==> config.mk <==
export PLATFORM = sky130hd
export DESIGN_NAME = axi_burst_write_initiator
export DESIGN_NICKNAME = d
export VERILOG_FILES = /design/src/rtl/axi_burst_write_initiator.sv
export SDC_FILE = /design/constraint.sdc
export NUM_CORES = 1
export LEC_CHECK = 0
export CORE_ASPECT_RATIO = 1.1
export CORE_MARGIN = 4
export CORE_UTILIZATION = 51
export CTS_CLUSTER_SIZE = 8
export DETAILED_ROUTE_END_ITERATION = 8
export GPL_ROUTABILITY_DRIVEN = 1
export PLACE_DENSITY_LB_ADDON = 0.05
export SYNTH_ARGS = -nofsm -noshare
export SYNTH_HDL_FRONTEND = slang
export SYNTH_SLANG_ARGS = --single-unit
==> constraint.sdc <==
create_clock -name clk -period 4.6 [get_ports clk]
set_input_delay 0.69 -clock clk [delete_from_list [all_inputs] [get_ports clk]]
set_output_delay 0.69 -clock clk [all_outputs]
set_load 0.03 [all_outputs]
==> src/rtl/axi_burst_write_initiator.sv <==
// AXI4 write-channel burst initiator.
// Accepts one burst command at a time and drives AW and W independently.
// W data is an incrementing pattern that starts at the command seed.
// The B response is captured, and running transaction/error counters are kept.
module axi_burst_write_initiator #(
    parameter int AXI_ADDR_WIDTH = 32,
    parameter int AXI_DATA_WIDTH = 32,
    parameter int AXI_ID_WIDTH   = 8,
    parameter int AXI_STRB_WIDTH = AXI_DATA_WIDTH / 8
) (
    input  logic                      clk,
    input  logic                      rst,

    input  logic                      cmd_valid,
    output logic                      cmd_ready,
    input  logic [AXI_ADDR_WIDTH-1:0] cmd_addr,
    input  logic [7:0]                cmd_len,
    input  logic [2:0]                cmd_size,
    input  logic [1:0]                cmd_burst,
    input  logic [AXI_ID_WIDTH-1:0]   cmd_id,
    input  logic [AXI_DATA_WIDTH-1:0] cmd_seed,

    output logic [AXI_ADDR_WIDTH-1:0] axi_aw_addr,
    output logic [1:0]                axi_aw_burst,
    output logic [2:0]                axi_aw_size,
    output logic [AXI_ID_WIDTH-1:0]   axi_aw_id,
    output logic [7:0]                axi_aw_len,
    output logic                      axi_aw_valid,
    input  logic                      axi_aw_ready,

    output logic [AXI_DATA_WIDTH-1:0] axi_w_data,
    output logic [AXI_STRB_WIDTH-1:0] axi_w_strb,
    output logic                      axi_w_last,
    output logic                      axi_w_valid,
    input  logic                      axi_w_ready,

    input  logic [1:0]                axi_b_resp,
    input  logic [AXI_ID_WIDTH-1:0]   axi_b_id,
    input  logic                      axi_b_valid,
    output logic                      axi_b_ready,

    output logic                      busy,
    output logic                      done_valid,
    output logic [1:0]                done_resp,
    output logic                      done_id_err,
    output logic [15:0]               txn_count,
    output logic [15:0]               err_count
);

    typedef enum logic [1:0] {
        S_IDLE      = 2'd0,
        S_ADDR_DATA = 2'd1,
        S_WAIT_B    = 2'd2,
        S_DONE      = 2'd3
    } state_t;

    state_t                    state;
    logic [7:0]                beat_cnt;
    logic [AXI_DATA_WIDTH-1:0] seed_q;
    logic                      aw_done;
    logic                      w_done;

    logic                      aw_hs;
    logic                      w_hs;
    logic                      aw_done_nx;
    logic                      w_done_nx;
    logic [7:0]                beat_nx;

    // Handshake and channel-completion decode; AW and W finish in either order
    always_comb begin
        aw_hs      = axi_aw_valid & axi_aw_ready;
        w_hs       = axi_w_valid & axi_w_ready;
        aw_done_nx = aw_done | aw_hs;
        w_done_nx  = w_done | (w_hs & axi_w_last);
        beat_nx    = beat_cnt + 8'd1;
        cmd_ready  = (state == S_IDLE);
        axi_b_ready = (state == S_WAIT_B);
    end

    // Main sequencer: command capture, AW/W drive, B capture and counters
    always_ff @(posedge clk) begin
        if (rst) begin
            state        <= S_IDLE;
            beat_cnt     <= '0;
            seed_q       <= '0;
            aw_done      <= 1'b0;
            w_done       <= 1'b0;
            axi_aw_addr  <= '0;
            axi_aw_burst <= '0;
            axi_aw_size  <= '0;
            axi_aw_id    <= '0;
            axi_aw_len   <= '0;
            axi_aw_valid <= 1'b0;
            axi_w_data   <= '0;
            axi_w_strb   <= '0;
            axi_w_last   <= 1'b0;
            axi_w_valid  <= 1'b0;
            busy         <= 1'b0;
            done_valid   <= 1'b0;
            done_resp    <= '0;
            done_id_err  <= 1'b0;
            txn_count    <= '0;
            err_count    <= '0;
        end else begin
            case (state)
                S_IDLE: begin
                    done_valid <= 1'b0;
                    if (cmd_valid) begin
                        // The AW payload registers double as the latched command.
                        axi_aw_addr  <= cmd_addr;
                        axi_aw_burst <= cmd_burst;
                        axi_aw_size  <= cmd_size;
                        axi_aw_id    <= cmd_id;
                        axi_aw_len   <= cmd_len;
                        axi_aw_valid <= 1'b1;
                        seed_q       <= cmd_seed;
                        beat_cnt     <= '0;
                        axi_w_data   <= cmd_seed;
                        axi_w_strb   <= '1;
                        axi_w_last   <= (cmd_len == 8'd0);
                        axi_w_valid  <= 1'b1;
                        aw_done      <= 1'b0;
                        w_done       <= 1'b0;
                        busy         <= 1'b1;
                        state        <= S_ADDR_DATA;
                    end
                end

                S_ADDR_DATA: begin
                    if (aw_hs) begin
                        axi_aw_valid <= 1'b0;
                        aw_done      <= 1'b1;
                    end
                    if (w_hs) begin
                        beat_cnt <= beat_nx;
                        if (axi_w_last) begin
                            axi_w_valid <= 1'b0;
                            axi_w_last  <= 1'b0;
                            w_done      <= 1'b1;
                        end else begin
                            axi_w_data <= seed_q + AXI_DATA_WIDTH'(beat_nx);
                            axi_w_last <= (beat_nx == axi_aw_len);
                        end
                    end
                    if (aw_done_nx && w_done_nx) begin
                        state <= S_WAIT_B;
                    end
                end

                S_WAIT_B: begin
                    if (axi_b_valid) begin
                        done_resp   <= axi_b_resp;
                        done_id_err <= (axi_b_id != axi_aw_id);
                        done_valid  <= 1'b1;
                        state       <= S_DONE;
                    end
                end

                S_DONE: begin
                    done_valid <= 1'b0;
                    if (txn_count != 16'hFFFF) begin
                        txn_count <= txn_count + 16'd1;
                    end
                    if (((done_resp != 2'b00) || done_id_err) && (err_count != 16'hFFFF)) begin
                        err_count <= err_count + 16'd1;
                    end
                    busy  <= 1'b0;
                    state <= S_IDLE;
                end

                default: state <= S_IDLE;
            endcase
        end
    end

endmodule
==> flow_summary.toml <==
[timing]
setup_viol = 0
fin_skew_ns = 0.0104
worst_pin_slew_ns = 1.01
final.min_clock_period_ns = 3.13
fin_ws_ns = 1.47
holdWs_ns = 0.453
finalHoldViolCount = 0
tns_ns = 0
rsz0062_at_grt = "false"
slew_violations = 0
finalCritPeriodShare_pct = 67.9
fmax_ghz = 0.320
slew_headroom_pct = 32.9

[worst_setup_path]
reg2regPathDepth = 12
critPathLaunchType = "flip-flop"
crit_type = "reg2reg"
crit_family = "compound AO/OA/AOI/OAI gates"
worstPathArrival_ns = 3.44
critical_path.max_fanout = 14
path_buf_inv = 1
path_depth = 12
cp-end-kind = "flip-flop"
critPathSlowestCell = "dfxtp_1"
worst_path_largest_cell_delay_ns = 0.43
crit_required_ns = 4.92
cp_cell_sequence = "and3_1, and3_1, and3_1, xor2_1, ha_1, a2111oi_0, a21oi_1, o21ai_0, buf_4, nor3_1, xnor2_1, a221oi_1"
crit_top_cell = "and3_1"

[clock_network]
path_clk_slew_ns = 0.07
ctsHoldBuffers = 0
clkSinkCount = 170
cts_root_buf = "clkbuf_16"
clkLatencyLatePin_ns = 0.42
numCtsBuffers = 17
postCtsSetupRepairBufs = 0
cts_tree = "yes"
clk_path_buf_depth = 2
post_cts_resized = 0
htree_levels = 4

[placed_design]
portBuffers = 231
placed_area_mm2 = 0.0103
gp_congestion = 0.847
dp.cells = 1364
post-dp-hpwl_mm = 14.6
place_ws_ns = 1.51

[detailed_routing]
post-route-drc-count = 0
routed_wl_mm = 21.6
drt_iter0_drc = 532
vias_per_cell = 5.39
drtPass1Iterations = 5
routedWlPerCell_um = 15.4
num_vias = 7533
ant_nets = 0

[die]
io_pins = 232
die_area_mm2 = 0.0175
die_h_um = 138
std_cell_rows = 47
core_mm2 = 0.0151
start_util_pct = 52.2
fp.dieW_um = 127

[grt]
gr-usage-met1_pct = 30.2
grt_max_degree = 88
top_usage_layer = "met2"
grt_pass1_wl_mm = 35.5
gr-total-overflow = 0
grt_use_total_pct = 24.0
globalRouteMet3Util_pct = 7.60
antenna_found_initial = 1
grt_pass1_vias = 7240
met2_usage_pct = 39.9

[final_layout]
syn_to_final_growth_pct = 38.3
mostFrequentLayoutCell = "clkdlybuf4s50_1"
drive_gt1_share_pct = 4.33
final_cell_mix = "clkdlybuf4s50_1, nand2_1, dfxtp_1"
stdcell_area_mm2 = 0.0109
instances_no_fill = 1397
fin_nets = 1304

[power_and_ir_drop]
p_leak_nw = 3.99
p_per_area_mw_per_mm2 = 527
peakVddDrop_uv = 370

[synthesis]
synth_seq_cells = 170
netlist_instances = 991
synth.avg_cell_area_um2 = 7.97
synth-edff-count = 0
yosysSeqAreaShare_pct = 43.1
yosys_warnings = 0
synth_nets = 1108
ys.flop_type = "dfxtp_1"
netlist_area_mm2 = 0.00790
async_flop_share_pct = 0
synth_cell_type_count = 62

[min_path]
hold_class = "reg2reg"
hold_depth = 2

[status]
status = "finished clean"

[flow_run]
drv_cap = 0
==> metrics by stage <==
stage	utilization [%]	total power, W
2_1_floorplan	-	0.00339
3_3_place_gp	68.0	0.00421
3_5_place_dp	68.0	0.00425
4_1_cts	72.2	0.00580
5_1_grt	72.2	0.00608
6_report	72.2	0.00575
==> power breakdown <==
group	total [W]	internal (W)	switching [W]
Sequential	0.00197	0.00175	0.000212
Clock	0.00155	0.000958	0.000588
Combinational	0.00224	0.000843	0.00140
Total	0.00575	0.00356	0.00220
==> layout make-up <==
class	instances	area (µm²)
antenna	1	2.50
clock buffer	23	478
clock inverter	9	161
fill	1218	4200
inverter	16	60.1
multi-input combinational	744	4200
sequential	170	3400
tap	196	245
timing repair buffer	238	2360
==> cell families after synthesis <==
family	count (synthesis)	synth area share, %
AO/OA/AOI/OAI	233	17.6
XOR/XNOR	69	7.83
adder cells (fa/ha/maj)	16	2.63
buffers and inverters	77	3.87
flip-flops	170	43.1
multiplexers	13	1.66
AND/OR/NAND/NOR	413	23.3
==> state kept, by name (all words and copies together), names as in the netlist, 2 cells and up <==
| register | count |
|---|---|
| axi_aw_len | 8 |
| axi_w_data | 32 |
| axi_aw_id | 8 |
| axi_aw_size | 3 |
| txn_count | 16 |
| beat_cnt | 8 |
| seed_q | 32 |
| done_resp | 2 |
| state | 2 |
| axi_aw_burst | 2 |
| err_count | 16 |
| axi_aw_addr | 32 |
==> worst reg2reg max path: stages (launching register included) <==
cell and delay [ns]:
dfxtp_1 0.43, and3_1 0.20, and3_1 0.27, and3_1 0.22, xor2_1 0.25, ha_1 0.34, a2111oi_0 0.40, a21oi_1 0.06
o21ai_0 0.10, buf_4 0.25, nor3_1 0.09, xnor2_1 0.13, a221oi_1 0.28
==> metal layers <==
layer  vias to the layer above  routed length [µm]
li1                       3796                   -
met1                      3492                9210
met2                       232               10500
met5                         -                   0
met3                        13                1570
met4                         0                 236
==> worst paths after layout <==
kind | startpoint | end | slack, ns
hold / removal | axi_aw_addr[21] | axi_aw_addr[21] | 0.45
hold reg to reg | axi_aw_addr[21] | axi_aw_addr[21] | 0.45
setup reg to reg | beat_cnt[2] | axi_w_data[28] | 1.47
setup / recovery | beat_cnt[2] | axi_w_data[28] | 1.47
==> synthesized netlist by cell type, types with 6 or more instances <==
master	instances	area (µm²)
a211oi_1	13	97.6
a21o_1	7	52.6
a21oi_1	134	671
a31oi_1	7	43.8
and3_1	24	150
buf_1	15	56.3
clkbuf_1	41	154
dfxtp_1	170	3400
ha_1	15	188
inv_1	16	60.1
mux2i_1	12	120
nand2_1	230	863
nand2b_1	6	37.5
nand3_1	24	120
nand4_1	12	75.1
nor2_1	69	259
nor3_1	14	70.1
nor4_1	8	50.1
o21ai_0	31	155
o22ai_1	9	56.3
xnor2_1	34	298
xor2_1	34	298
No activity file was read; power rests on OpenSTA's default activity.
